### src/rtl/mips_multicycle_ctrl_if.sv
// Control/status bundle between the multi-cycle MIPS controller (master) and the datapath (slave).
interface mips_multicycle_ctrl_if #(
  parameter int CNT_W = 32
);
  logic [5:0]       opcode;
  logic [5:0]       funct;
  logic             zero;
  logic             mem_ready;
  logic             pc_we;
  logic             iord;
  logic             mem_rd;
  logic             mem_wr;
  logic             ir_we;
  logic             reg_we;
  logic [1:0]       reg_dst;
  logic [1:0]       mem_to_reg;
  logic             alu_src_a;
  logic [1:0]       alu_src_b;
  logic [1:0]       alu_op;
  logic [1:0]       pc_src;
  logic [3:0]       state;
  logic             instr_done;
  logic             illegal;
  logic [CNT_W-1:0] instr_count;

  // Memory handshake: mem_rd/mem_wr are held every cycle of an access and
  // the access completes in the cycle where mem_ready is sampled high.
  modport master (
    input  opcode, funct, zero, mem_ready,
    output pc_we, iord, mem_rd, mem_wr, ir_we, reg_we, reg_dst, mem_to_reg,
           alu_src_a, alu_src_b, alu_op, pc_src, state, instr_done, illegal,
           instr_count
  );

  modport slave (
    output opcode, funct, zero, mem_ready,
    input  pc_we, iord, mem_rd, mem_wr, ir_we, reg_we, reg_dst, mem_to_reg,
           alu_src_a, alu_src_b, alu_op, pc_src, state, instr_done, illegal,
           instr_count
  );
endinterface

### src/rtl/mips_multicycle_ctrl.sv
// Multi-cycle MIPS control FSM; outputs decode combinationally from state, zero and mem_ready.
// Optional retired-instruction counter enabled by defining MC_CTRL_PERF_EN.
module mips_multicycle_ctrl #(
  parameter int CNT_W = 32
) (
  input  logic                   clk,
  input  logic                   rst_n,
  mips_multicycle_ctrl_if.master bus
);

  typedef enum logic [3:0] {
    S_FETCH    = 4'd0,
    S_DECODE   = 4'd1,
    S_MEM_ADDR = 4'd2,
    S_MEM_RD   = 4'd3,
    S_MEM_WB   = 4'd4,
    S_MEM_WR   = 4'd5,
    S_R_EXEC   = 4'd6,
    S_R_WB     = 4'd7,
    S_BRANCH   = 4'd8,
    S_JUMP     = 4'd9,
    S_I_EXEC   = 4'd10,
    S_I_WB     = 4'd11,
    S_JAL      = 4'd12,
    S_TRAP     = 4'd13
  } state_e;

  localparam logic [5:0] OP_R    = 6'b000000;
  localparam logic [5:0] OP_LW   = 6'b100011;
  localparam logic [5:0] OP_SW   = 6'b101011;
  localparam logic [5:0] OP_BEQ  = 6'b000100;
  localparam logic [5:0] OP_BNE  = 6'b000101;
  localparam logic [5:0] OP_ADDI = 6'b001000;
  localparam logic [5:0] OP_J    = 6'b000010;
  localparam logic [5:0] OP_JAL  = 6'b000011;

  state_e     state_q, state_d;
  logic       pc_we, iord, mem_rd, mem_wr, ir_we, reg_we, alu_src_a;
  logic       instr_done, illegal;
  logic [1:0] reg_dst, mem_to_reg, alu_src_b, alu_op, pc_src;

  always_ff @(posedge clk or negedge rst_n) begin
    if (!rst_n) state_q <= S_FETCH;
    else        state_q <= state_d;
  end

  always_comb begin
    state_d    = S_FETCH;
    pc_we      = 1'b0;
    iord       = 1'b0;
    mem_rd     = 1'b0;
    mem_wr     = 1'b0;
    ir_we      = 1'b0;
    reg_we     = 1'b0;
    reg_dst    = 2'b00;
    mem_to_reg = 2'b00;
    alu_src_a  = 1'b0;
    alu_src_b  = 2'b00;
    alu_op     = 2'b00;
    pc_src     = 2'b00;
    instr_done = 1'b0;
    illegal    = 1'b0;
    case (state_q)
      S_FETCH: begin
        mem_rd    = 1'b1;
        alu_src_b = 2'b01;
        if (bus.mem_ready) begin
          ir_we   = 1'b1;
          pc_we   = 1'b1;
          state_d = S_DECODE;
        end else begin
          state_d = S_FETCH;
        end
      end
      S_DECODE: begin
        alu_src_b = 2'b11;
        case (bus.opcode)
          OP_R:           state_d = S_R_EXEC;
          OP_LW, OP_SW:   state_d = S_MEM_ADDR;
          OP_BEQ, OP_BNE: state_d = S_BRANCH;
          OP_ADDI:        state_d = S_I_EXEC;
          OP_J:           state_d = S_JUMP;
          OP_JAL:         state_d = S_JAL;
          default:        state_d = S_TRAP;
        endcase
      end
      S_MEM_ADDR: begin
        alu_src_a = 1'b1;
        alu_src_b = 2'b10;
        state_d   = (bus.opcode == OP_LW) ? S_MEM_RD : S_MEM_WR;
      end
      S_MEM_RD: begin
        mem_rd  = 1'b1;
        iord    = 1'b1;
        state_d = bus.mem_ready ? S_MEM_WB : S_MEM_RD;
      end
      S_MEM_WB: begin
        reg_we     = 1'b1;
        mem_to_reg = 2'b01;
        instr_done = 1'b1;
      end
      S_MEM_WR: begin
        mem_wr     = 1'b1;
        iord       = 1'b1;
        instr_done = bus.mem_ready;
        state_d    = bus.mem_ready ? S_FETCH : S_MEM_WR;
      end
      S_R_EXEC: begin
        alu_src_a = 1'b1;
        alu_op    = 2'b10;
        state_d   = S_R_WB;
      end
      S_R_WB: begin
        reg_we     = 1'b1;
        reg_dst    = 2'b01;
        instr_done = 1'b1;
      end
      S_BRANCH: begin
        // ALUOut already holds the target computed during DECODE.
        alu_src_a  = 1'b1;
        alu_op     = 2'b01;
        pc_src     = 2'b01;
        pc_we      = (bus.opcode == OP_BEQ) ? bus.zero : ~bus.zero;
        instr_done = 1'b1;
      end
      S_JUMP: begin
        pc_src     = 2'b10;
        pc_we      = 1'b1;
        instr_done = 1'b1;
      end
      S_I_EXEC: begin
        alu_src_a = 1'b1;
        alu_src_b = 2'b10;
        state_d   = S_I_WB;
      end
      S_I_WB: begin
        reg_we     = 1'b1;
        instr_done = 1'b1;
      end
      S_JAL: begin
        pc_src     = 2'b10;
        pc_we      = 1'b1;
        reg_we     = 1'b1;
        reg_dst    = 2'b10;
        mem_to_reg = 2'b10;
        instr_done = 1'b1;
      end
      S_TRAP: begin
        illegal = 1'b1;
        state_d = S_TRAP;
      end
      default: state_d = S_FETCH;
    endcase
    // Reset silences every output in the same cycle, even mid memory access.
    if (!rst_n) begin
      pc_we      = 1'b0;
      iord       = 1'b0;
      mem_rd     = 1'b0;
      mem_wr     = 1'b0;
      ir_we      = 1'b0;
      reg_we     = 1'b0;
      reg_dst    = 2'b00;
      mem_to_reg = 2'b00;
      alu_src_a  = 1'b0;
      alu_src_b  = 2'b00;
      alu_op     = 2'b00;
      pc_src     = 2'b00;
      instr_done = 1'b0;
      illegal    = 1'b0;
    end
  end

  assign bus.pc_we      = pc_we;
  assign bus.iord       = iord;
  assign bus.mem_rd     = mem_rd;
  assign bus.mem_wr     = mem_wr;
  assign bus.ir_we      = ir_we;
  assign bus.reg_we     = reg_we;
  assign bus.reg_dst    = reg_dst;
  assign bus.mem_to_reg = mem_to_reg;
  assign bus.alu_src_a  = alu_src_a;
  assign bus.alu_src_b  = alu_src_b;
  assign bus.alu_op     = alu_op;
  assign bus.pc_src     = pc_src;
  assign bus.state      = state_q;
  assign bus.instr_done = instr_done;
  assign bus.illegal    = illegal;

`ifdef MC_CTRL_PERF_EN
  logic [CNT_W-1:0] cnt_q, cnt_d;

  always_comb begin
    cnt_d = cnt_q;
    if (instr_done) cnt_d = cnt_q + {{(CNT_W-1){1'b0}}, 1'b1};
  end

  always_ff @(posedge clk or negedge rst_n) begin
    if (!rst_n) cnt_q <= {CNT_W{1'b0}};
    else        cnt_q <= cnt_d;
  end

  assign bus.instr_count = cnt_q;
`else
  assign bus.instr_count = {CNT_W{1'b0}};
`endif

endmodule

### src/flat_wrapper.sv
// flat-port wrapper written by rule: the top's interface ports become plain ports
module mips_multicycle_ctrl_flat 
#(
  parameter int CNT_W = 32
)
  (clk, rst_n, bus_opcode, bus_funct, bus_zero, bus_mem_ready, bus_pc_we, bus_iord, bus_mem_rd, bus_mem_wr, bus_ir_we, bus_reg_we, bus_reg_dst, bus_mem_to_reg, bus_alu_src_a, bus_alu_src_b, bus_alu_op, bus_pc_src, bus_state, bus_instr_done, bus_illegal, bus_instr_count);
  mips_multicycle_ctrl_if #(.CNT_W(CNT_W)) bus_i ();
  input  logic clk;
  input  logic rst_n;
  input wire logic [$bits(bus_i.opcode)-1:0] bus_opcode;
  input wire logic [$bits(bus_i.funct)-1:0] bus_funct;
  input wire logic [$bits(bus_i.zero)-1:0] bus_zero;
  input wire logic [$bits(bus_i.mem_ready)-1:0] bus_mem_ready;
  output wire logic [$bits(bus_i.pc_we)-1:0] bus_pc_we;
  output wire logic [$bits(bus_i.iord)-1:0] bus_iord;
  output wire logic [$bits(bus_i.mem_rd)-1:0] bus_mem_rd;
  output wire logic [$bits(bus_i.mem_wr)-1:0] bus_mem_wr;
  output wire logic [$bits(bus_i.ir_we)-1:0] bus_ir_we;
  output wire logic [$bits(bus_i.reg_we)-1:0] bus_reg_we;
  output wire logic [$bits(bus_i.reg_dst)-1:0] bus_reg_dst;
  output wire logic [$bits(bus_i.mem_to_reg)-1:0] bus_mem_to_reg;
  output wire logic [$bits(bus_i.alu_src_a)-1:0] bus_alu_src_a;
  output wire logic [$bits(bus_i.alu_src_b)-1:0] bus_alu_src_b;
  output wire logic [$bits(bus_i.alu_op)-1:0] bus_alu_op;
  output wire logic [$bits(bus_i.pc_src)-1:0] bus_pc_src;
  output wire logic [$bits(bus_i.state)-1:0] bus_state;
  output wire logic [$bits(bus_i.instr_done)-1:0] bus_instr_done;
  output wire logic [$bits(bus_i.illegal)-1:0] bus_illegal;
  output wire logic [$bits(bus_i.instr_count)-1:0] bus_instr_count;
  assign bus_i.opcode = bus_opcode;
  assign bus_i.funct = bus_funct;
  assign bus_i.zero = bus_zero;
  assign bus_i.mem_ready = bus_mem_ready;
  assign bus_pc_we = bus_i.pc_we;
  assign bus_iord = bus_i.iord;
  assign bus_mem_rd = bus_i.mem_rd;
  assign bus_mem_wr = bus_i.mem_wr;
  assign bus_ir_we = bus_i.ir_we;
  assign bus_reg_we = bus_i.reg_we;
  assign bus_reg_dst = bus_i.reg_dst;
  assign bus_mem_to_reg = bus_i.mem_to_reg;
  assign bus_alu_src_a = bus_i.alu_src_a;
  assign bus_alu_src_b = bus_i.alu_src_b;
  assign bus_alu_op = bus_i.alu_op;
  assign bus_pc_src = bus_i.pc_src;
  assign bus_state = bus_i.state;
  assign bus_instr_done = bus_i.instr_done;
  assign bus_illegal = bus_i.illegal;
  assign bus_instr_count = bus_i.instr_count;
  mips_multicycle_ctrl #(.CNT_W(CNT_W)) u_core (.clk(clk), .rst_n(rst_n), .bus(bus_i));
endmodule
### config.mk
export PLATFORM = sky130hd
export DESIGN_NAME = mips_multicycle_ctrl_flat
export DESIGN_NICKNAME = d
export VERILOG_FILES = /design/src/rtl/mips_multicycle_ctrl_if.sv /design/src/rtl/mips_multicycle_ctrl.sv /design/src/flat_wrapper.sv
export SDC_FILE = /design/constraint.sdc
export NUM_CORES = 1
export LEC_CHECK = 0
export CAP_MARGIN = 20
export CORE_UTILIZATION = 34
export DETAILED_ROUTE_END_ITERATION = 6
export GPL_ROUTABILITY_DRIVEN = 0
export PLACE_DENSITY = 0.85
export SLEW_MARGIN = 20
export SYNTH_ARGS = -nofsm -noshare
export SYNTH_HDL_FRONTEND = slang
export SYNTH_SLANG_ARGS = --single-unit
### constraint.sdc
create_clock -name clk -period 4.2 [get_ports clk]
set_clock_uncertainty 0.15 [all_clocks]
set_input_delay 0.84 -clock clk [delete_from_list [all_inputs] [get_ports clk]]
set_output_delay 0.84 -clock clk [all_outputs]
set_load 0.02 [all_outputs]
Word level (Yosys, flattened, before mapping)
Cells that the tools add are included.
{"block": "totals", "register_bits": 4, "latch_bits": 0, "ram_bits": 0, "romBits": 0, "input_bits": 16, "output_inout_bits": 55, "wordCells": 69, "mem_count": 0}
{"block": "op_classes", "n_addsub": 0, "mul": 0, "div": 0, "magnitude_cmp": 0, "n_eq_ne": 20, "n_shift": 0, "mux": 36, "bitwise": 1, "n_reduce_logical": 11}
{"cell": "case mux 4 bit (8 select lines)", "count": 1}
{"cell": "equality test 4 bit, second input constant", "count": 6}
{"cell": "case mux 4 bit (6 select lines)", "count": 1}
{"cell": "2-to-1 mux 1 bit", "count": 19}
{"cell": "equality test 4 x 3 -> 1 bit, second input constant", "count": 4}
{"cell": "case mux 2 bit (2 select lines)", "count": 4}
{"cell": "equality test 6 x 2 -> 1 bit, second input constant", "count": 2}
{"cell": "equality test 6 x 3 -> 1 bit, second input constant", "count": 2}
{"cell": "equality test 6 bit, second input constant", "count": 2}
{"cell": "OR reduction 2 bit", "count": 6}
{"cell": "2-to-1 mux 2 bit", "count": 5}
{"cell": "2-to-1 mux 3 bit", "count": 3}
{"cell": "equality test 4 x 2 -> 1 bit, second input constant", "count": 2}
{"cell": "OR reduction 4 bit", "count": 2}
{"cell": "equality test 6 x 4 -> 1 bit, second input constant", "count": 1}
{"cell": "logical NOT 6 bit", "count": 1}
{"cell": "case mux 2 bit (3 select lines)", "count": 1}
{"cell": "OR reduction 6 bit", "count": 1}
{"cell": "equality test 4 x 1 -> 1 bit, second input constant", "count": 1}
{"cell": "logical NOT 4 bit", "count": 1}
{"cell": "case mux 1 bit (3 select lines)", "count": 1}
{"cell": "case mux 1 bit (2 select lines)", "count": 1}
{"cell": "NOT 1 bit", "count": 1}

Depth between registers and ports, before layout
Gate-level depths: netlist (run 1).
{"block": "depth", "depth_word": 4, "mapped_depth": 7}

Worst setup path before layout (run 1)
Ideal clock, no wire load.
{"block": "synth_timing", "path_kind": "input to output", "from": "input port bus_opcode[1]", "to": "output port bus_pc_we", "arrival_time_ns": 2.218, "path_slack_ns": 0.992, "cell_stages": 5, "path_buffers": 1, "cell_sequence": "buf_6 > nor4_1 > and3_1 > o21ai_1 > a311oi_1"}
{"block": "synth_via", "elab_chain_len": 4}
{"item": "start, declared", "line": "flat_wrapper.sv:10", "source": "input wire logic [$bits(bus_i.opcode)-1:0] bus_opcode;"}
{"item": "equality test 6 x 3 -> 1 bit", "line": "mips_multicycle_ctrl.sv:123", "source": "pc_we = (bus.opcode == OP_BEQ) ? bus.zero : ~bus.zero;"}
{"item": "2-to-1 mux 1 bit", "line": "mips_multicycle_ctrl.sv:123"}
{"item": "case mux 1 bit (3 select lines)", "line": "mips_multicycle_ctrl.sv:63", "source": "case (state_q)"}
{"item": "2-to-1 mux 1 bit", "line": "mips_multicycle_ctrl.sv:155", "source": "if (!rst_n) begin"}
{"item": "end, declared", "line": "flat_wrapper.sv:14", "source": "output wire logic [$bits(bus_i.pc_we)-1:0] bus_pc_we;"}
Every way passes these cells.

Worst setup path after layout (run 1)
{"block": "layout_timing", "from": "input port bus_opcode[3]", "to": "output port bus_pc_we"}
The elaborated chain is that of the path after synthesis.

==> results of run 1 <==
placed cells by master (no fill, tap or decap), types with 3 or more instances in the layout:
cell type,instances
o21ai_0,6
inv_1,3
nor2b_1,3
clkbuf_4,3
a21oi_1,5
dfrtp_1,4
nor3_1,8
nand2_1,10
and2_1,3
buf_4,6
clkdlybuf4s50_1,32
nand3_1,6
nor4_1,3
conb_1,32
nor2_1,13
cells in the mapped netlist, types with 2 or more instances:
cell type and n:
and2_1 3, buf_6 2, nor4_1 3, inv_1 3, a311oi_1 2, dfrtp_1 4, a21oi_1 5, or3_1 2
nand2_1 10, buf_4 33, clkbuf_1 3, nor2_1 13, nand3_1 6, nor2b_1 3, o21ai_0 6, buf_2 3
a21boi_0 2, nor3_1 8, o311ai_0 2
power by group:
group	total [uW]	internal, uW	leakage (uW)	switching, uW
clock	46.8	31.9	0.0000138	14.9
sequential	118	52.3	0.0000512	65.5
combinational	371	165	0.000434	206
total	536	250	0.000499	286
cell type report:
type	count	area, sq um	area share [%]
clock buffers	3	22.5	1.90
repair buffers	38	365	30.8
flip-flops and latches	4	100	8.43
inverters	3	11.3	0.948
multi-input cells	119	651	54.8
well taps	30	37.5	3.16
final timing paths:
| path | start | end | slack (ns) | cells after the start |
|---|---|---|---|---|
| setup / recovery | bus_opcode[3] | bus_pc_we | 0.33 | 6 |
| hold / removal | u_core.bus.state[1] | u_core.bus.state[0] | 0.67 | 1 |
| setup reg to reg | u_core.bus.state[2] | u_core.bus.state[0] | 2.22 | 5 |
| hold reg to reg | u_core.bus.state[1] | u_core.bus.state[0] | 0.67 | 1 |
| max in group asynchronous | rst_n | u_core.bus.state[2] | 2.82 | 2 |
| min in group asynchronous | rst_n | u_core.bus.state[3] | 0.70 | 1 |
worst max-delay path: cells and delay by family:
kind | cells | cell delay, ns
compound gates | 2 | 0.34
buf+inv | 2 | 1.11
simple gates | 2 | 0.59
through the flow:
step / hold slack (ns) / std cells / total power [uW] / utilization, % / worst slack (ns)
5_1_grt: 0.702 / 197 / 583 / 46.7 / 0.252
4_1_cts: 0.654 / 197 / 536 / 46.7 / 0.313
6_report: 0.668 / 197 / 536 / 46.7 / 0.334
3_5_place_dp: 0.652 / 194 / 486 / 45.8 / 0.313
3_3_place_gp: 0.655 / 194 / 483 / 45.8 / 0.323
2_1_floorplan: 0.394 / 168 / 381 / - / 0.992
per-layer routing:
layer / global-route usage, % / vias up
met5: 0 / -
met4: 7.69 / 0
met3: 2.50 / 2
met2: 23.7 / 47
met1: 19.0 / 417
li1: - / 475
kinds of logic (layout without fill, tap and decap cells):
kind of cell               Yosys count  after routing  share of synthesized area, %
AOI/OAI and AO/OA                   27             27                          21.3
xor gates and xnor gates             2              2                          1.85
adders and majority gates            1              1                          1.06
buffers and inverters               45             44                          32.9
DFF                                  4              4                          10.6
muxes                                1              1                          1.06
other                                1             32                         0.396
and+or+nand+nor                     56             56                          30.8
==> impl_metrics.json, run 1 <==
{
  "status": "finished clean",
  "core_region_area_sq_um": 2540,
  "cts_root_buf": "clkbuf_4",
  "io_buffers": 32,
  "static-leakage-power_uw": 0.000499,
  "final_cell_area_sq_um": 1190,
  "required_ns": 3.21,
  "fillers": 262,
  "dr_total_vias": 941,
  "ys_seq_area_share_pct": 10.6,
  "wl_per_cell_um": 10.7,
  "peakVddDrop_mv": 0.314,
  "max_freq_ghz": 0.259,
  "grt_overflow": 0,
  "grt_antenna_before_repair": 0,
  "grt_usage_pct": 14.9,
  "dpl_cell_area_sq_um": 1160,
  "synth_edf_count": 0,
  "htree_levels": 1,
  "cts_buffers": 3,
  "drt_iter0_markers": 18,
  "highest_layer": "met4",
  "worstSetupStartpointType": "primary input",
  "final-max-slew-violation-count": 0,
  "crit_chain": "clkdlybuf4s50_1, nor4_1, and3_1, o21ai_1, a311oi_1, clkdlybuf4s50_1",
  "dr.pass1.iters": 4,
  "initial_core_util_pct": 37.2,
  "setup_violations": 0,
  "worst_pin_slew_ns": 0.597,
  "synth_top_area_share_pct": 26.2,
  "drt-total-wl_um": 2120,
  "syn_to_final_growth_pct": 25.5,
  "endpoint_kind": "primary output",
  "ys_warn_count": 0,
  "syn_area_per_cell_sq_um": 6.90,
  "finalNetCount": 185,
  "grt_pass1_wl_um": 3200,
  "clockBufferDepth": 2,
  "grt_max_degree": 21,
  "drc": 0,
  "cts_setup_buffers": 0,
  "ctsResizeCount": 0,
  "ant_nets": 0,
  "io_pins": 71,
  "cp_max_fo": 5,
  "hold_viol": 0,
  "synthCells": 137,
  "synthArstFlopShare_pct": 100,
  "rsz0062_at_grt": "false",
  "wl_met1_um": 927,
  "max-cap-violations": 0,
  "die-area_sq_um": 3000,
  "max-slew-margin-rel_pct": 60.2,
  "insertion_delay_ns": 0.23,
  "largest_reg_flops": 4,
  "crit_type": "in2out",
  "synth.distinct_cells": 43,
  "crit_slowest_cell": "clkdlybuf4s50_1",
  "cts_tree": "yes",
  "layout-drive-gt1-share_pct": 8.98,
  "tns_ns": 0,
  "min_path_type": "reg2reg",
  "ys_ff_latch": 4,
  "postCtsHoldBufs": 0,
  "die_w_um": 54.7,
  "arrival_ns": 2.88,
  "die_height_um": 54.7,
  "synth_top_area_cell": "buf_4",
  "hpwl_um": 1640,
  "min_period_ns": 3.87,
  "slowest_delay_ns": 0.64,
  "synth_area_leaders": "buf_4 26%, dfrtp_1 11%, nor2_1 5.2%, nor3_1 4.2%, nand2_1 4.0%",
  "synth_ff_type": "dfrtp_1",
  "rows": 18,
  "dr_wl_met2_um": 999,
  "power_density_nw_per_um2": 451,
  "grt_pass1_vias": 734,
  "cp_common_cell": "clkdlybuf4s50_1",
  "path_clk_slew_ns": 0.04,
  "diodes": 0,
  "wl_met3_um": 170,
  "routed_via_density": 4.78,
  "clkSinkCount": 4,
  "syn_area_sq_um": 946,
  "fin_crit_sh_pct": 92.1
}
No activity file was read; power rests on OpenSTA's default activity.
==> inputs of run 2 (changes only) <==
--- a/config.mk
+++ b/config.mk
@@ -6,10 +6,12 @@
 export NUM_CORES = 1
 export LEC_CHECK = 0
 export CAP_MARGIN = 20
-export CORE_UTILIZATION = 34
+export CELL_PAD_IN_SITES_DETAIL_PLACEMENT = 0
+export CELL_PAD_IN_SITES_GLOBAL_PLACEMENT = 1
+export CORE_UTILIZATION = 24
 export DETAILED_ROUTE_END_ITERATION = 6
 export GPL_ROUTABILITY_DRIVEN = 0
-export PLACE_DENSITY = 0.85
+export PLACE_DENSITY = 0.91
 export SLEW_MARGIN = 20
 export SYNTH_ARGS = -nofsm -noshare
 export SYNTH_HDL_FRONTEND = slang
==> impl_metrics.json, run 2 (same netlist as run 1, synthesis figures left out) <==
{
  "cp_max_fo": 5,
  "max_freq_ghz": 0.256,
  "worstSetupStartpointType": "primary input",
  "arrival_ns": 2.91,
  "final_cell_area_sq_um": 1230,
  "grt_usage_pct": 10.5,
  "drc": 0,
  "htree_levels": 1,
  "critPathBufInv": 2,
  "grt_max_degree": 21,
  "cts_buffers": 3,
  "largest_reg_flops": 4,
  "ant_nets": 0,
  "dr.pass1.iters": 4,
  "static-leakage-power_uw": 0.000506,
  "finalNetCount": 185,
  "required_ns": 3.21,
  "final_cell_mix": "32 x conb_1, 32 x clkdlybuf4s50_1, 13 x nor2_1, 10 x nand2_1, 8 x nor3_1",
  "rsz0062_at_grt": "false",
  "endpoint_kind": "primary output",
  "fin_crit_sh_pct": 92.9,
  "r2r_start": "u_core.bus.state[2]",
  "syn_to_final_growth_pct": 29.9,
  "max-cap-violations": 0,
  "clockBufferDepth": 2,
  "insertion_delay_ns": 0.22,
  "io_buffers": 32,
  "status": "finished clean",
  "path_clk_slew_ns": 0.03,
  "final-max-slew-violation-count": 0,
  "cts_tree": "yes",
  "hold_start": "u_core.bus.state[1]",
  "crit_type": "in2out",
  "grt_pass1_wl_um": 3580,
  "cp-startpoint": "bus_opcode[3]",
  "core_region_area_sq_um": 3720,
  "drt_iter0_markers": 49,
  "dpl_cell_area_sq_um": 1190,
  "layout-drive-gt1-share_pct": 8.98,
  "slowest_delay_ns": 0.65,
  "tns_ns": 0,
  "diodes": 0,
  "io_pins": 71,
  "worst_pin_slew_ns": 0.608,
  "die-area_sq_um": 4200,
  "rr_worst_depth": 5,
  "crit_family": "buffers and inverters",
  "postCtsHoldBufs": 0,
  "drt-total-wl_um": 2190,
  "grt_antenna_before_repair": 0,
  "hold_viol": 0,
  "cts_root_buf": "clkbuf_8",
  "clkSinkCount": 4,
  "cts_setup_buffers": 0,
  "min_path_type": "reg2reg",
  "grt_pass1_vias": 823,
  "min_period_ns": 3.90,
  "crit_cells": 6,
  "rows": 22,
  "power_density_nw_per_um2": 462,
  "die_w_um": 64.8,
  "crit_slowest_cell": "clkdlybuf4s50_1",
  "peakVddDrop_mv": 0.0976,
  "whs_path_depth": 1,
  "setup_violations": 0,
  "routed_via_density": 4.53,
  "ctsResizeCount": 0,
  "initial_core_util_pct": 25.5,
  "dr_total_vias": 974,
  "wl_per_cell_um": 10.2,
  "grt_overflow": 0,
  "max-slew-margin-rel_pct": 59.5,
  "die_height_um": 64.8,
  "hpwl_um": 1690,
  "crit_chain": "clkdlybuf4s50_1, nor4_1, and3_1, o21ai_1, a311oi_1, clkdlybuf4s50_1",
  "cp_common_cell": "clkdlybuf4s50_1"
}
==> run 2: cell counts in the layout (fill, tap and decap cells not counted) <==
Identical to the previous run, type by type.
==> run 2: per-layer routing <==
metal	part of all wire, %	routed length (um)	global-route usage (%)	vias to the layer above
met2	52	1140	19.3	51
met5	0	0	0	-
met1	40	883	12.3	448
li1	-	-	-	473
met4	0.96	21	4.17	0
met3	6.3	138	1.06	2
==> run 2: final timing paths <==
kind / to / slack, ns
worst max-delay path: bus_pc_we / 0.30
worst min-delay path: u_core.bus.state[0] / 0.67
worst max register to register: u_core.bus.state[0] / 2.22
worst min register to register: u_core.bus.state[0] / 0.67
max in group asynchronous: u_core.bus.state[0] / 2.80
min in group asynchronous: u_core.bus.state[1] / 0.72
==> run 2: cell type report <==
cell class | count | area, sq um
clock buffer | 3 | 41.3
fill | 407 | 2490
inverter | 3 | 11.3
multi-input combinational | 119 | 651
sequential | 4 | 100
tap | 48 | 60.1
timing repair buffer | 38 | 365
==> run 2: where the power goes <==
group          switching (uW)  internal, uW
clock                    20.4          61.1
sequential               66.4          52.4
combinational             205           162
==> run 2: metrics by stage <==
| step | cells | worst slack [ns] | util, % | power, uW | hold slack, ns |
|---|---|---|---|---|---|
| 3_3_place_gp | 212 | 0.278 | 32.0 | 484 | 0.652 |
| 6_report | 215 | 0.300 | 33.1 | 567 | 0.667 |
| 3_5_place_dp | 212 | 0.257 | 32.0 | 486 | 0.658 |
| 4_1_cts | 215 | 0.257 | 33.1 | 569 | 0.663 |
| 2_1_floorplan | 168 | 0.992 | - | 381 | 0.394 |
| 5_1_grt | 215 | 0.0777 | 33.1 | 610 | 0.698 |
==> inputs of run 3 (changes only) <==
--- a/config.mk
+++ b/config.mk
@@ -12,6 +12,7 @@
 export DETAILED_ROUTE_END_ITERATION = 6
 export GPL_ROUTABILITY_DRIVEN = 0
 export PLACE_DENSITY = 0.91
+export REMOVE_ABC_BUFFERS = 1
 export SLEW_MARGIN = 20
 export SYNTH_ARGS = -nofsm -noshare
 export SYNTH_HDL_FRONTEND = slang
==> impl_metrics.json, run 3 (same netlist as run 1, synthesis figures left out) <==
{
  "grt_antenna_before_repair": 0,
  "hold_start": "u_core.bus.state[3]",
  "worst_pin_slew_ns": 0.625,
  "whs_path_depth": 2,
  "hpwl_um": 1630,
  "cp_common_cell": "clkdlybuf4s50_1",
  "io_buffers": 32,
  "grt_pass1_vias": 777,
  "dp.cells": 212,
  "core_region_area_sq_um": 3720,
  "crit_cells": 6,
  "crit_end": "bus_pc_we",
  "cp_max_fo": 5,
  "max_freq_ghz": 0.253,
  "cts_buffers": 3,
  "arrival_ns": 2.96,
  "rows": 22,
  "grt_pass1_wl_um": 3550,
  "status": "finished clean",
  "final-max-slew-violation-count": 0,
  "worstSetupStartpointType": "primary input",
  "ctsResizeCount": 0,
  "reg2reg_slack_ns": 2.19,
  "die_w_um": 64.8,
  "critPathBufInv": 2,
  "largest_reg_flops": 4,
  "setup_violations": 0,
  "dr.pass1.iters": 4,
  "final_cell_mix": "32 x conb_1, 32 x clkdlybuf4s50_1, 13 x nor2_1, 10 x nand2_1, 8 x nor3_1",
  "worst_slack_ns": 0.248,
  "hold_viol": 0,
  "min_path_type": "reg2reg",
  "cts_root_buf": "clkbuf_8",
  "max-cap-violations": 0,
  "wl_per_cell_um": 10.2,
  "cts_setup_buffers": 0,
  "final_cell_area_sq_um": 1230,
  "cts_tree": "yes",
  "io_pins": 71,
  "whs_ns": 0.530,
  "slowest_delay_ns": 0.64,
  "postCtsHoldBufs": 0,
  "crit_family": "buffers and inverters",
  "dp_slack_ns": 0.253,
  "clkSinkCount": 4,
  "clockBufferDepth": 2,
  "ant_nets": 0,
  "power_density_nw_per_um2": 467,
  "insertion_delay_ns": 0.22,
  "drt-total-wl_um": 2190,
  "rsz0062_at_grt": "false",
  "layout-drive-gt1-share_pct": 8.98,
  "fillers": 406,
  "required_ns": 3.21,
  "tns_ns": 0,
  "diodes": 0,
  "crit_slowest_cell": "clkdlybuf4s50_1",
  "drt_iter0_markers": 46,
  "static-leakage-power_uw": 0.000506,
  "max-slew-margin-rel_pct": 58.3,
  "path_clk_slew_ns": 0.03,
  "grt_usage_pct": 10.5,
  "r2r-end": "u_core.bus.state[0]",
  "syn_to_final_growth_pct": 29.9,
  "die-area_sq_um": 4200,
  "dpl_cell_area_sq_um": 1190,
  "initial_core_util_pct": 25.5,
  "r2r_start": "u_core.bus.state[2]",
  "peakVddDrop_mv": 0.111,
  "crit_type": "in2out",
  "dr_total_vias": 962,
  "rr_worst_depth": 5,
  "routed_via_density": 4.47,
  "min_period_ns": 3.95,
  "grt_overflow": 0,
  "cp-startpoint": "bus_opcode[3]",
  "layoutNonFillerInstCount": 215,
  "htree_levels": 1,
  "drc": 0,
  "endpoint_kind": "primary output",
  "die_height_um": 64.8,
  "crit_chain": "clkdlybuf4s50_1, nor4_1, and3_1, o21ai_1, a311oi_1, clkdlybuf4s50_1",
  "fin_crit_sh_pct": 94.1,
  "grt_max_degree": 21,
  "finalNetCount": 185
}
## run 3: cell counts in the layout (fill, tap and decap cells not counted)
No cell type changed its count.
## run 3: report_power, final
group / internal (uW) / switching [uW] / leakage, uW
logic: 167 / 220 / 0.000433
clock network: 60.9 / 17.9 / 0.0000216
registers: 52.5 / 56.1 / 0.0000512
total: 280 / 294 / 0.000506
## run 3: stage by stage
stage	power, uW	util (%)
detailed placement	493	32.0
floorplan	329	-
CTS	576	33.1
global route	623	33.1
finish	574	33.1
global placement	490	32.0
## run 3: how the worst min path moves through the flow
stage / slack, ns / endpoint
final: 0.53 / u_core.bus.state[3]
after global routing: 0.63 / u_core.bus.state[3]
after CTS: 0.53 / u_core.bus.state[3]
after detailed placement: 0.52 / u_core.bus.state[3]
after global placement: 0.51 / u_core.bus.state[3]
after floorplan: 0.39 / u_core.bus.state[0]
## run 3: layout make-up
type                            instances  area [sq um]  share of cell area, %
Timing Repair Buffer                   38           365                   29.7
Clock buffer                            3          41.3                   3.36
Inverter                                3          11.3                  0.916
Sequential cell                         4           100                   8.15
Multi-Input combinational cell        119           651                   53.0
Tap cell                               48          60.1                   4.89
## run 3: metal layers
layer / up-vias / global-route usage (%) / part of all wire (%)
met3: 3 / 2.99 / 9.3
li1: 477 / - / -
met4: 0 / 3.33 / 0.64
met5: - / 0 / 0
met2: 60 / 16.4 / 45
met1: 422 / 13.7 / 45
## run 3: worst register-to-register path: stages, from the launching register on
cell and delay, ns:
dfrtp_1 0.72, or2_1 0.35, or3_4 0.19, o311ai_0 0.14, a41oi_2 0.18, o211ai_1 0.12
